===== config.mk =====
export PLATFORM = sky130hd
export DESIGN_NAME = snn_step_controller
export DESIGN_NICKNAME = d
export VERILOG_FILES = /design/src/rtl/snn_ctrl_pkg.sv /design/src/rtl/flag_sync_edge.sv /design/src/rtl/snn_step_controller.sv
export SDC_FILE = /design/constraint.sdc
export NUM_CORES = 1
export LEC_CHECK = 0
export CELL_PAD_IN_SITES_DETAIL_PLACEMENT = 0
export CELL_PAD_IN_SITES_GLOBAL_PLACEMENT = 2
export CORE_MARGIN = 2
export CORE_UTILIZATION = 33
export CTS_CLUSTER_SIZE = 10
export DETAILED_ROUTE_END_ITERATION = 12
export PLACE_DENSITY_LB_ADDON = 0.1
export SETUP_SLACK_MARGIN = 0.15
export SYNTH_ARGS = -nofsm -noshare
export SYNTH_HDL_FRONTEND = slang
export SYNTH_SLANG_ARGS = --single-unit

===== constraint.sdc =====
create_clock -name clk -period 2.25 [get_ports clk]
set_input_delay 0.5625 -clock clk [delete_from_list [all_inputs] [get_ports clk]]
set_output_delay 0.5625 -clock clk [all_outputs]
set_load 0.03 [all_outputs]

===== src/rtl/snn_ctrl_pkg.sv =====
`default_nettype none
// ============================================================================
// Module   : snn_ctrl_pkg
// Brief    : Shared state encoding and default widths for the SNN time-step
//            controller.
// Revision : 1.0 - initial release
// ============================================================================
package snn_ctrl_pkg;

  localparam int c_default_div_w  = 8;
  localparam int c_default_step_w = 16;

  typedef enum logic [1:0] {
    ST_IDLE  = 2'd0,
    ST_ARMED = 2'd1,
    ST_RUN   = 2'd2,
    ST_DONE  = 2'd3
  } state_e;

endpackage
`default_nettype wire


===== src/rtl/flag_sync_edge.sv =====
`default_nettype none
// ============================================================================
// Module   : flag_sync_edge
// Brief    : Multi-flop synchroniser for a slow asynchronous flag, followed by
//            a rise/fall edge detector in the destination clock domain.
// Revision : 1.0 - initial release
// ============================================================================
module flag_sync_edge #(
  parameter int SYNC_STAGES = 2
) (
  input  logic clk,
  input  logic reset,
  input  logic flag,
  output logic level,
  output logic rise,
  output logic fall
);

  logic [SYNC_STAGES-1:0] r_sync;
  logic                   r_prev;
  // Fills with ones after reset; edges are only reported once r_prev holds a
  // genuine sample, so a flag already high across reset is not seen as a rise.
  logic [SYNC_STAGES:0]   r_vld;

  // Synchroniser chain, edge-detect history and post-reset priming.
  always_ff @(posedge clk or negedge reset) begin
    if (!reset) begin
      r_sync <= '0;
      r_prev <= 1'b0;
      r_vld  <= '0;
    end else begin
      r_sync <= {r_sync[SYNC_STAGES-2:0], flag};
      r_prev <= r_sync[SYNC_STAGES-1];
      r_vld  <= {r_vld[SYNC_STAGES-1:0], 1'b1};
    end
  end

  assign level = r_sync[SYNC_STAGES-1];
  assign rise  = r_vld[SYNC_STAGES] &  level & ~r_prev;
  assign fall  = r_vld[SYNC_STAGES] & ~level &  r_prev;

endmodule
`default_nettype wire


===== src/rtl/snn_step_controller.sv =====
`default_nettype none
// ============================================================================
// Module   : snn_step_controller
// Brief    : Synchronises SPI ready flags, latches the clock divider and
//            issues the neuron/delay pipeline time-step strobe.
// Revision : 1.0 - initial release
// ============================================================================
module snn_step_controller
  import snn_ctrl_pkg::*;
#(
  parameter int DIV_W       = c_default_div_w,
  parameter int STEP_W      = c_default_step_w,
  parameter int MAX_STEPS   = 0,
  parameter int SYNC_STAGES = 2
) (
  input  logic              clk,
  input  logic              reset,
  input  logic              clk_div_ready,
  input  logic              input_spike_ready,
  input  logic [DIV_W-1:0]  clk_div_cfg,
  output logic              step_en,
  output logic [STEP_W-1:0] step_count,
  output logic              running,
  output logic              done,
  output logic [DIV_W-1:0]  div_value
);

  localparam logic [STEP_W-1:0] c_max_steps = STEP_W'(MAX_STEPS);
  localparam bit                c_limited   = (MAX_STEPS != 0);

  logic w_div_level, w_div_rise, w_div_fall;
  logic w_spk_level, w_spk_rise, w_spk_fall;
  logic w_unused;

  state_e             r_state, w_state_nxt;
  logic [DIV_W-1:0]   r_cnt, w_cnt_nxt;
  logic [DIV_W-1:0]   r_div, w_div_nxt;
  logic [STEP_W-1:0]  r_step_count, w_step_count_nxt, w_step_inc;
  logic               w_step;
  logic               r_running, r_done;

  flag_sync_edge #(.SYNC_STAGES(SYNC_STAGES)) u_div_sync (
    .clk   (clk),
    .reset (reset),
    .flag  (clk_div_ready),
    .level (w_div_level),
    .rise  (w_div_rise),
    .fall  (w_div_fall)
  );

  flag_sync_edge #(.SYNC_STAGES(SYNC_STAGES)) u_spk_sync (
    .clk   (clk),
    .reset (reset),
    .flag  (input_spike_ready),
    .level (w_spk_level),
    .rise  (w_spk_rise),
    .fall  (w_spk_fall)
  );

  // The spike flag is acted on by level and the divider flag by edge only.
  assign w_unused   = &{1'b0, w_div_level, w_spk_rise, w_spk_fall};
  assign w_step_inc = r_step_count + 1'b1;

  // Next-state logic; divider-flag fall outranks spike-flag loss, which
  // outranks the terminal step count.
  always_comb begin
    w_state_nxt      = r_state;
    w_cnt_nxt        = r_cnt;
    w_div_nxt        = r_div;
    w_step_count_nxt = r_step_count;
    w_step           = 1'b0;
    if (w_div_fall) begin
      w_state_nxt = ST_IDLE;
      w_cnt_nxt   = '0;
    end else begin
      case (r_state)
        ST_IDLE: begin
          if (w_div_rise) begin
            w_div_nxt   = clk_div_cfg;
            w_cnt_nxt   = '0;
            w_state_nxt = ST_ARMED;
          end
        end
        ST_ARMED: begin
          if (w_div_rise) begin
            w_div_nxt = clk_div_cfg;
            w_cnt_nxt = '0;
          end else if (w_spk_level) begin
            w_state_nxt      = ST_RUN;
            w_cnt_nxt        = '0;
            w_step_count_nxt = '0;
          end
        end
        ST_RUN: begin
          if (!w_spk_level) begin
            w_state_nxt = ST_ARMED;
            w_cnt_nxt   = '0;
          end else if (w_div_rise) begin
            w_div_nxt = clk_div_cfg;
            w_cnt_nxt = '0;
          end else if (r_cnt == r_div) begin
            w_step           = 1'b1;
            w_cnt_nxt        = '0;
            w_step_count_nxt = w_step_inc;
            if (c_limited && (w_step_inc == c_max_steps)) begin
              w_state_nxt = ST_DONE;
            end
          end else begin
            w_cnt_nxt = r_cnt + 1'b1;
          end
        end
        ST_DONE: begin
          if (!w_spk_level) begin
            w_state_nxt = ST_ARMED;
            w_cnt_nxt   = '0;
          end else if (w_div_rise) begin
            w_div_nxt = clk_div_cfg;
            w_cnt_nxt = '0;
          end
        end
        default: begin
          w_state_nxt = ST_IDLE;
          w_cnt_nxt   = '0;
        end
      endcase
    end
  end

  // State, counters, divider latch and registered status flags.
  always_ff @(posedge clk or negedge reset) begin
    if (!reset) begin
      r_state      <= ST_IDLE;
      r_cnt        <= '0;
      r_div        <= '0;
      r_step_count <= '0;
      r_running    <= 1'b0;
      r_done       <= 1'b0;
    end else begin
      r_state      <= w_state_nxt;
      r_cnt        <= w_cnt_nxt;
      r_div        <= w_div_nxt;
      r_step_count <= w_step_count_nxt;
      r_running    <= (w_state_nxt == ST_RUN);
      r_done       <= (w_state_nxt == ST_DONE);
    end
  end

  assign step_en    = w_step;
  assign step_count = r_step_count;
  assign running    = r_running;
  assign done       = r_done;
  assign div_value  = r_div;

endmodule
`default_nettype wire


==> impl_metrics.py, run 1 <==
metrics = {
    "status": {
        "outcome": "finished with violations",
        "violations": "setup timing",
    },
    "die": {
        "initial_core_util_pct": 34.4,
        "rows": 29,
        "ios": 39,
        "die_h_um": 85.6,
        "core_area_um2": 6390,
        "die_w_um": 85.6,
        "dieArea_um2": 7330,
    },
    "route": {
        "drcViolationCount": 0,
        "vias": 1785,
        "drt-total-wl_mm": 5.17,
        "postRouteAntennaNets": 0,
        "wire_per_inst_um": 14.7,
        "drtPass1Iterations": 4,
        "wl_met3_um": 139,
        "top_layer_used": "met4",
        "wl_met2_mm": 2.54,
        "vias_per_cell": 5.09,
        "drt_iter0_markers": 74,
        "wl_met1_mm": 2.44,
    },
    "finish": {
        "layout-drive-gt1-share_pct": 17.9,
        "final_cell_mix": "43 x dfrtp_1, 36 x clkdlybuf4s50_1, 20 x nand2_1, 20 x buf_4, 14 x a21oi_1",
        "syn_to_final_growth_pct": 34.5,
        "num_antenna_cells": 0,
        "final_common_cell": "dfrtp_1",
        "utilization_pct": 46.3,
        "layout.nets": 287,
        "stdcell_area_um2": 2960,
    },
    "sta": {
        "hold_viol_final": 0,
        "finalCritPeriodShare_pct": 102,
        "finClkSkew_ps": 8.41,
        "setup_ws_ps": -45.7,
        "setup_viol": 1,
        "max_clock_freq_ghz": 0.436,
        "finalMaxSlewViolations": 0,
        "min_period_ps": 2300,
        "rsz0062_at_grt": "yes",
    },
    "critical_path": {
        "worstSetupStartpoint": "div_value[0]",
        "crit_family": "simple AND/OR/NAND/NOR gates",
        "slowest_delay_ps": 430,
        "r2r-start": "div_value[7]",
        "critPathRequiredTime_ps": 1690,
        "path_max_fanout": 3,
        "startpoint_type": "register",
        "cp_data_arrival_time_ps": 1730,
        "path_cells": "xor2_1 -> nor4_4 -> and2_4 -> and3_4 -> buf_6",
        "rrSetupSlack_ps": 20,
        "criticalPathCategory": "reg -> out",
        "critical-path-slowest-cell": "dfrtp_1",
        "path_buf_inv": 1,
        "reg2reg_depth": 7,
        "endpoint_kind": "output port",
        "r2r_end": "step_count[14]",
    },
    "yosys": {
        "yosysWarnings": 0,
        "synth-async-reset-ratio_pct": 100,
        "synthMuxAreaShare_pct": 5.07,
        "yosys.area_share.simple_pct": 21.9,
        "synth_fa_ha_area_share_pct": 1.14,
        "synth_compound_area_share_pct": 14.0,
        "syn_avg_cell_area_um2": 10.4,
        "synth_flop_cell": "dfrtp_1",
        "ys_types": 44,
        "ys_ff_latch": 44,
        "synth_edf_count": 0,
        "synth_xor_area_share_pct": 5.18,
        "synth_top_family_by_area": "simple AND/OR/NAND/NOR gates",
        "syn_inst": 211,
        "syn_area_um2": 2200,
        "yosysSeqAreaShare_pct": 50.1,
        "synth_nets": 225,
    },
    "clock_network": {
        "cts_hold_buf": 0,
        "cts_max_level": 2,
        "cts_buffers": 5,
        "cts.sinks": 44,
        "clk_path_buf_depth": 2,
        "cts_root_buffer": "clkbuf_8",
        "cts_tree": "built",
        "clkTransAtPathRegs_ps": 90,
        "insertion_delay_ps": 290,
    },
    "place": {
        "place_area_um2": 2780,
        "io_buffer_count": 38,
        "place.gp.congestion": 0.747,
        "dp_hpwl_mm": 3.80,
        "dpl_worst_slack_ps": 101,
    },
    "global_route": {
        "grt_pass1_vias": 1752,
        "antenna_found_initial": 0,
        "track_usage_pct": 14.5,
        "grt_overflow": 0,
        "grt_start_max_net_pins": 27,
        "grt_pass1_wl_mm": 8.36,
    },
    "hold_path": {
        "min_path_type": "in -> async",
    },
    "run": {
        "maxCapViolCount": 0,
    },
    "power_and_ir_drop": {
        "peakVddDrop_v": 0.000444,
        "p_per_area_nw_per_um2": 647,
        "p_leak_nw": 1.29,
        "total_power_mw": 1.91,
    },
}
==> area by class of cell <==
| class | count | area [um2] |
|---|---|---|
| multi-input cells | 156 | 1080 |
| repair buffers | 61 | 569 |
| well taps | 77 | 96.3 |
| clock buffers | 6 | 82.6 |
| fillers | 618 | 3430 |
| flip-flops and latches | 44 | 1100 |
| inverters | 5 | 18.8 |
| clock inverters | 2 | 10.0 |
==> power by group <==
group          internal [mW]  leakage (nW)  switching [mW]  total [mW]
logic                  0.219         0.660           0.277       0.496
clock network          0.246        0.0510           0.274       0.520
registers              0.849         0.574          0.0477       0.896
total                   1.31          1.29           0.599        1.91
==> sequential cells by signal (all words and copies together), names as in the netlist <==
| register | count |
|---|---|
| step_count | 16 |
| div_value | 8 |
| r_cnt | 8 |
| u_div_sync.r_vld | 3 |
| r_state | 2 |
| u_div_sync.r_sync | 2 |
| u_spk_sync.r_sync | 2 |
| done | 1 |
| running | 1 |
| u_div_sync.r_prev | 1 |
==> synth_stat cells, types with 2 or more instances <==
cell type	n	area (um2)
dfrtp_1	44	1100
a22o_1	2	17.5
inv_1	4	15.0
ha_1	2	25.0
nor4_4	2	42.5
xnor2_1	3	26.3
nor2b_1	3	18.8
and2_1	3	18.8
clkbuf_1	3	11.3
nor3_1	4	20.0
mux2_1	9	101
a211oi_1	3	22.5
or3_1	12	75.1
and4_1	2	17.5
nand3_1	9	45.0
a21oi_1	17	85.1
a21o_1	3	22.5
nand2b_1	2	12.5
xor2_1	10	87.6
and3_1	4	25.0
nor2_1	14	52.6
a221o_1	2	20.0
nand4_1	3	18.8
nand2_1	20	75.1
o21ai_1	11	55.1
a211o_1	2	17.5
==> per-layer routing <==
metal  vias to the layer above  global-route usage (%)
met1                       869                    18.9
met2                        29                    24.1
met4                         0                    4.76
met3                         6                    2.89
met5                         -                       0
li1                        881                       -
==> kinds of logic (layout without fill, tap and decap cells) <==
logic type,count (synthesis),count (layout)
XOR/XNOR,13,13
adder cells (fa/ha/maj),2,2
other,1,1
buffers and inverters,11,74
flip-flops,44,44
multiplexers,10,10
AND/OR/NAND/NOR,84,84
AO/OA/AOI/OAI,46,46
==> worst max-delay path by stage <==
stage	slack, ps	depth (start not counted)	to
after detailed placement	100	5	step_en
after CTS	-70	5	step_en
final	-50	5	step_en
after global routing	-120	5	step_en
after global placement	120	5	step_en
after floorplan	160	4	step_en
==> through the flow <==
stage / hold slack [ps] / instances / TNS, ps
after floorplan: 267 / 211 / 0
after global placement: 333 / 338 / 0
after detailed placement: 336 / 338 / 0
after CTS: 224 / 350 / -67.7
after global routing: 236 / 351 / -327
final: 212 / 351 / -45.7
==> repair_timing <==
action | CTS | global route
gates resized for setup | 4 | 8
buffers inserted | 4 | 1
pin swaps | 4 | 6
setup endpoints to repair | 1 | 9
(Power assumes the default switching activity.)
==> inputs of run 2 (changes only) <==
--- a/config.mk
+++ b/config.mk
@@ -7,9 +7,8 @@
 export LEC_CHECK = 0
 export CELL_PAD_IN_SITES_DETAIL_PLACEMENT = 0
 export CELL_PAD_IN_SITES_GLOBAL_PLACEMENT = 2
-export CORE_MARGIN = 2
+export CORE_MARGIN = 1
 export CORE_UTILIZATION = 33
-export CTS_CLUSTER_SIZE = 10
 export DETAILED_ROUTE_END_ITERATION = 12
 export PLACE_DENSITY_LB_ADDON = 0.1
 export SETUP_SLACK_MARGIN = 0.15
==> impl_metrics.py, run 2 (same netlist as run 1, synthesis figures left out) <==
metrics = {
    "clock_network": {
        "cts_root_buffer": "clkbuf_8",
        "cts.sinks": 44,
        "cts_hold_buf": 0,
        "clkTransAtPathRegs_ps": 80,
        "cts_tree": "built",
        "insertion_delay_ps": 290,
        "cts_buffers": 5,
        "clk_path_buf_depth": 2,
        "cts_max_level": 2,
    },
    "global_route": {
        "grt_overflow": 0,
        "antenna_found_initial": 0,
        "grt_pass1_wl_mm": 8.76,
        "track_usage_pct": 15.8,
        "grt_pass1_vias": 1789,
        "grt_start_max_net_pins": 31,
    },
    "die": {
        "rows": 29,
        "die_h_um": 83.6,
        "die_w_um": 83.6,
        "core_area_um2": 6390,
        "dieArea_um2": 6990,
        "initial_core_util_pct": 34.4,
        "ios": 39,
    },
    "critical_path": {
        "endpoint_kind": "output port",
        "cp_data_arrival_time_ps": 1710,
        "criticalPathCategory": "reg -> out",
        "path_max_fanout": 3,
        "crit_family": "simple AND/OR/NAND/NOR gates",
        "rrSetupSlack_ps": 170,
        "critical-path-slowest-cell": "dfrtp_1",
        "slowest_delay_ps": 410,
        "reg2reg_depth": 6,
        "r2r-start": "r_cnt[7]",
        "path_cells": "xor2_2 -> nor4_4 -> and2_4 -> and3_4 -> buf_6",
        "critPathRequiredTime_ps": 1690,
        "r2r_end": "step_count[14]",
        "path_buf_inv": 1,
        "startpoint_type": "register",
    },
    "route": {
        "drcViolationCount": 0,
        "drtPass1Iterations": 4,
        "drt-total-wl_mm": 5.11,
        "drt_iter0_markers": 51,
        "vias_per_cell": 5.14,
        "vias": 1809,
        "wire_per_inst_um": 14.5,
        "postRouteAntennaNets": 0,
    },
    "sta": {
        "setup_viol": 1,
        "finalCritPeriodShare_pct": 101,
        "max_clock_freq_ghz": 0.439,
        "finalMaxSlewViolations": 0,
        "rsz0062_at_grt": "yes",
        "finClkSkew_ps": 5.30,
        "hold_viol_final": 0,
        "setup_ws_ps": -26.0,
        "min_period_ps": 2280,
    },
    "place": {
        "io_buffer_count": 38,
        "place_area_um2": 2790,
        "dpl.cell_count": 339,
        "place.gp.congestion": 0.739,
        "dp_hpwl_mm": 3.77,
    },
    "hold_path": {
        "min_path_type": "in -> async",
    },
    "finish": {
        "layoutNonFillerInstCount": 352,
        "largest_reg_flops": 16,
        "final_cell_mix": "42 x dfrtp_1, 36 x clkdlybuf4s50_1, 22 x buf_4, 20 x nand2_1, 17 x a21oi_1",
        "syn_to_final_growth_pct": 33.9,
        "layout-drive-gt1-share_pct": 16.4,
        "stdcell_area_um2": 2940,
        "fillCellCount": 635,
        "seqCellArea_um2": 1100,
        "layout.nets": 288,
        "final_common_cell": "dfrtp_1",
        "num_antenna_cells": 0,
        "multi_input_area_um2": 1060,
    },
    "power_and_ir_drop": {
        "total_power_mw": 1.90,
        "p_leak_nw": 1.29,
        "peakVddDrop_v": 0.000311,
        "p_per_area_nw_per_um2": 646,
    },
    "status": {
        "outcome": "finished with violations",
        "violations": "setup timing",
    },
    "run": {
        "maxCapViolCount": 0,
    },
}
## run 2: worst max path at each step
stage	from	to	cells after the start
CTS	r_cnt[2]	step_en	5
detailed placement	r_cnt[6]	step_en	5
finish	r_cnt[7]	step_en	5
floorplan	div_value[6]	step_en	4
global placement	div_value[7]	step_en	5
global route	r_cnt[7]	step_en	5
## run 2: routing by layer
layer  GRT usage, %  vias to the layer above  routed length [um]
met4           3.70                        0                  10
met5              0                        -                   0
li1               -                      884                   -
met1           21.8                      891                2500
met3           3.66                        2                 171
met2           25.1                       32                2430
## run 2: layout make-up
class,instances,area share [%]
clock buffer,6,2.81
timing repair buffer,62,19.5
clock inverter,2,0.340
tap,77,3.28
sequential,44,37.5
inverter,5,0.638
multi-input combinational,156,35.9
## run 2: metrics by stage
step                      utilization, %  setup slack, ps  hold WS [ps]  TNS (ps)
after global routing                46.1             -110           188      -110
after floorplan                        -              161           267         0
final                               46.1            -26.0           177     -26.0
after detailed placement            43.7              129           337         0
after global placement              43.7              124           333         0
after CTS                           45.6            -61.2           176     -61.2
## run 2: where the power goes
part | switching (mW) | internal, mW
sequential | 0.0485 | 0.849
clock | 0.271 | 0.245
combinational | 0.270 | 0.215
total | 0.590 | 1.31
## run 2: what timing repair did
action	in CTS	in global routing
pin swaps	3	9
endpoints found under the setup margin	1	6
setup buffers	3	2
resized for setup	2	4
==> patch 1: new RTL, flow settings as in run 2 <==
Reset style: synchronous (`reset`), changed in 2 clocked blocks. Comments in the files are not updated.
--- a/src/rtl/flag_sync_edge.sv
+++ b/src/rtl/flag_sync_edge.sv
@@ -25,3 +25,3 @@
   // Synchroniser chain, edge-detect history and post-reset priming.
-  always_ff @(posedge clk or negedge reset) begin
+  always_ff @(posedge clk) begin
     if (!reset) begin
--- a/src/rtl/snn_step_controller.sv
+++ b/src/rtl/snn_step_controller.sv
@@ -129,3 +129,3 @@
   // State, counters, divider latch and registered status flags.
-  always_ff @(posedge clk or negedge reset) begin
+  always_ff @(posedge clk) begin
     if (!reset) begin
Function: differs if reset is asserted again (counterexample within 10 cycles, from zero or initial values and one cycle with reset low); with reset held inactive, the same outputs for 10 cycles.
==> patch 1 against run 2 <==
  * Worst hold slack better by 0.26 ns
  * Synthesized area decreased by 11%
  * Sequential cell count unchanged
  * Critical endpoint unchanged
  * Cell area decreased by 6.5%
  * Setup slack improved by 0.17 ns
  * Maximum frequency is 8.3% higher
  * Wire length is 5.8% lower
  * Sequential share of layout area is 4.9 points lower
  * Register-to-register slack improved by 0.05 ns
Power is not compared: it rests on default switching activity, and its combinational part moved more than twofold at a synthesized area within 25%.
==> patch 1: results (changes against run 2) <==
- Largest stage delay, worst path: 0.37 ns (-0.04 ns)
- Post-synth top cells: dfxtp_1 (44), a21oi_1 (23), nand2_1 (13), nand3_1 (13), nor2b_1 (10)
- Worst Max-Slew Pin Slew: between 0.6 and 0.7 ns
- Share of cells above drive strength 1: 16.9% (+0.49 points)
- All-layer global routing usage: 15.2% (-0.53 points)
- Top delay family on crit path: simple AND/OR/NAND/NOR gates
- Antenna cells: 0 (unchanged)
- Setup slack at placement: 0.196 ns (+0.0664 ns)
- Maximum fanout along the worst path: 4 (+1)
- Hold Path Stages: 1
- # placed instances: 321 (-5.3%)
- Crit path DAT: 1.54 ns (-0.17 ns)
- Post-synthesis sequential area ratio: 45.1% (-5.0 points)
- VDD IR max: roughly 0.4 mV
- Slowest-stage cell, CP: dfxtp_4
- First-pass GRT wire length: 7310 um (-17%)
- Vias in the first global route: 1493 (-17%)
- Mean area per synthesized cell: 9.13 sq um (-12%)
- R2R depth: 7 (+1)
- Clock Skews: 0.00290 ns (-0.00240 ns)
- Yosys warnings: 0 (unchanged)
- Clk slew on worst S/H paths: 0.08 ns (about the same)
- Max-Cap Viols: 0 (unchanged)
- Net Sw Frac: about a fifth
- Port Buf Inserts: 38 (unchanged)
- Hold buffers post-CTS: 0 (unchanged)
- TritonRoute pass-1 iters: 4 (unchanged)
- Largest net degree at the start of global routing: 32 (+3.2%)
- CTS Buf Count: 5 (unchanged)
- Synth async-reset ratio: 0% (-100 points)
- GPL Wtd Cong: 0.705 (-4.6%)
- Total nets after synthesis: 228 (+1.3%)
- Status: finished, final reports clean
- Remaining global-route overflow: 0 (unchanged)
- Cells taking the most area after synthesis: dfxtp_1 (45%), a21oi_1 (5.9%), mux2i_1 (4.6%)
- Final #Nets: 280 (-2.8%)
- Max FFs per register: 16 (unchanged)
- CTS Root Cell: clkbuf_8
- HP Class: reg -> reg
- Initial antenna violation count: 0 (unchanged)
- Yosys cell types: 33 (-25%)
- HPWL Detailed: 3220 um (-15%)
- Max Root-Sink Buffers: 2 (unchanged)
- Final cell count without fillers: 339 (-3.7%)
- CORE AREA: 5610 sq um (-12%)
- DRT Wirelength: 4820 um (-5.8%)
- Insertion delay to the later sink of the worst-skew pair: 0.30 ns
- DR vias: 1750 (-3.3%)
- Static leakage: roughly 0.96 nW
- Placed Area: 2450 sq um (-12%)
- 1st-iter DRT viols: 49 (-3.9%)
- H-tree Lvls: 2 (unchanged)
patch 1: what timing repair did:
action,4_1_cts,5_1_grt
buffers inserted,3,5
pin swaps,3,8
endpoints found under the setup margin,1,11
gates cloned,0,2
gates resized for setup,6,15
patch 1: final timing paths:
path,start,to,slack [ns]
min,u_spk_sync.r_sync[0],u_spk_sync.r_sync[1],0.44
max reg2reg,r_cnt[5],step_count[13],0.22
max,r_cnt[5],step_en,0.15
min reg2reg,u_spk_sync.r_sync[0],u_spk_sync.r_sync[1],0.44
patch 1: kinds of logic (layout without fill, tap and decap cells):
group | after synthesis | in the layout | share of synthesized area (%)
buf+inv | 13 | 66 | 2.75
compound gates | 54 | 54 | 17.6
xor+xnor | 9 | 9 | 4.04
fa+ha+maj | 2 | 2 | 1.28
mux | 9 | 9 | 4.61
flops | 44 | 44 | 45.1
simple gates | 83 | 83 | 24.7
patch 1: routing by layer:
layer  global-route usage (%)  part of all wire (%)  up-vias
met5                        0                     0        -
met4                     6.55                   1.5        0
met3                     3.45                   2.8        8
met2                     22.1                    45       25
met1                     21.5                    50      822
li1                         -                     -      895
patch 1: layout make-up:
class	instances	area, sq um
clock inverters	1	30.0
well taps	72	90.1
clock buffers	7	96.3
repair buffers	54	552
flip-flops and latches	44	897
inverters	4	15.0
multi-input cells	157	1070
fillers	568	2860
patch 1: power by group through the flow:
stage | logic (mW) | registers, mW | clock network (mW)
floorplan | 0.0227 | 0.810 | 0
global placement | 0.0549 | 0.809 | 0
detailed placement | 0.0552 | 0.809 | 0
CTS | 0.0568 | 0.791 | 0.686
global route | 0.0632 | 0.790 | 0.718
finish | 0.0582 | 0.788 | 0.664
==> patch 2: new RTL, settings of run 2 <==
Made on the original files. Change the package constant `c_default_div_w` from 8 to 6.
--- a/src/rtl/snn_ctrl_pkg.sv
+++ b/src/rtl/snn_ctrl_pkg.sv
@@ -9,3 +9,3 @@
 
-  localparam int c_default_div_w  = 8;
+  localparam int c_default_div_w  = 6;
   localparam int c_default_step_w = 16;
Interface: changed (resized clk_div_cfg and div_value); port bits go from 39 to 35. No check against the original RTL was run, so the function may have changed too.
==> patch 2 against run 2 <==
  * Synthesized area shrank 11%
  * Wire length down 4.5%
  * Die area fell by 10%
  * Sequential cell count is 4 lower
  * Core utilization increased by 3.2 points
  * First-iteration DRC count shrank 3.9%
  * Cell area decreased by 6.1%
  * Setup slack improved by 0.15 ns
  * Power shrank 15%
  * Largest power group unchanged
  * Highest routed layer unchanged
==> patch 2: results (changes against run 2) <==
- Status: finished, final reports clean
- All-layer global routing usage: 17.2% (+1.4 points)
- Port Buf Inserts: 34 (-11%)
- Worst R2R Setup Slack: 0.13 ns (-0.04 ns)
- Net Sw Power: 472 uW (-20%)
- Storage cell area: 1010 sq um (-8.6%)
- HPWL Detailed: 3500 um (-7.2%)
- Largest stage delay, worst path: 0.51 ns (+0.10 ns)
- FF+latch count: 40 (-9.1%)
- VDD IR max: 0.302 mV (-2.8%)
- Clock-cell share: 3.35% (+0.21 points)
- M1 GR Usage: 21.7% (-0.13 points)
- DR vias: 1708 (-5.6%)
- First-pass GRT wire length: 8180 um (-6.6%)
- CLK BUF: 5 (-1)
- Mean area per synthesized cell: 10.1 sq um (-3.3%)
- Vias in the first global route: 1692 (-5.4%)
- Area of the multi-input gates: 995 sq um (-5.9%)
- Non-clock buffer share: 20.0% (+0.55 points)
- Share of cells above drive strength 1: 25.8% (+9.4 points)
- Largest net degree at the start of global routing: 35 (+13%)
- Final instance area: 2760 sq um (-6.1%)
- Post-synth top cells: dfrtp_1 (40), nand2_1 (22), a21oi_1 (12), o21ai_0 (11)
- Final #Nets: 271 (-5.9%)
- Maximum fanout along the worst path: 4 (+1)
- Vias/cell: 5.14 (+0.10%)
- Crit path DAT: 2.35 ns (+0.64 ns)
- M2 GR Usage: 29.2% (+4.2 points)
- 1st-iter DRT viols: 49 (-3.9%)
- Combinational share of power: 21.6% (-3.9 points)
- Cells taking the most area after synthesis: dfrtp_1 (51%), xnor2_1 (4.5%), nand2_1 (4.2%)
- GPL Wtd Cong: 0.748 (+1.2%)
- Clock Skews: 0.00640 ns (+0.00109 ns)
- Static leakage: 1.14 nW (-12%)
- DRT Wirelength: 4880 um (-4.5%)
- R2R Path End: step_count[15]
- Routed wl met2: 2510 um (+3.6%)
- R2r startpoint: r_cnt[2]
- Multi-input gates: 144 (-7.7%)
- M1 WL: 2160 um (-14%)
- Yosys cell types: 39 (-11%)
-- patch 2: worst max-delay path: cells and delay by family, from the launching register on --
kind	cells	cell delay (ns)
AND/OR/NAND/NOR	3	1.16
flip-flops	1	0.43
buffers and inverters	1	0.18
XOR/XNOR	1	0.16
AO/OA/AOI/OAI	1	0.13
-- patch 2: cell families (layout without fill, tap and decap cells) --
| kind of cell | after synthesis | count (layout) | share of synthesized area [%] |
|---|---|---|---|
| xor+xnor | 12 | 12 | 5.35 |
| simple gates | 82 | 82 | 21.8 |
| other cells | 1 | 1 | 0.191 |
| compound gates | 35 | 35 | 11.0 |
| mux | 12 | 12 | 6.50 |
| fa+ha+maj | 2 | 2 | 1.27 |
| flops | 40 | 40 | 51.0 |
| buf+inv | 11 | 76 | 2.93 |
-- patch 2: worst max path at each step --
stage	to	slack (ns)	cells past startpoint	from
floorplan	step_count[15]	0.1	5	div_value[4]
global placement	step_count[15]	0.07	5	r_cnt[3]
detailed placement	step_count[7]	-0.06	6	r_cnt[2]
CTS	step_en	0.11	5	div_value[2]
global route	step_count[7]	0.05	7	r_cnt[2]
finish	step_count[15]	0.13	6	r_cnt[2]
-- patch 2: through the flow --
stage	worst slack, ns	util (%)	total power [mW]	hold WS, ns
floorplan	0.0991	-	0.975	0.267
global placement	0.0746	43.8	1.10	0.335
detailed placement	-0.0570	43.8	1.11	0.335
CTS	0.111	47.9	1.64	0.355
global route	0.0480	49.2	1.72	0.370
finish	0.125	49.2	1.62	0.348
-- patch 2: repair_timing --
action | CTS | global route
gates resized for setup | 12 | 12
setup buffers | 12 | 3
setup endpoints to repair | 10 | 13
pin swaps | 8 | 5
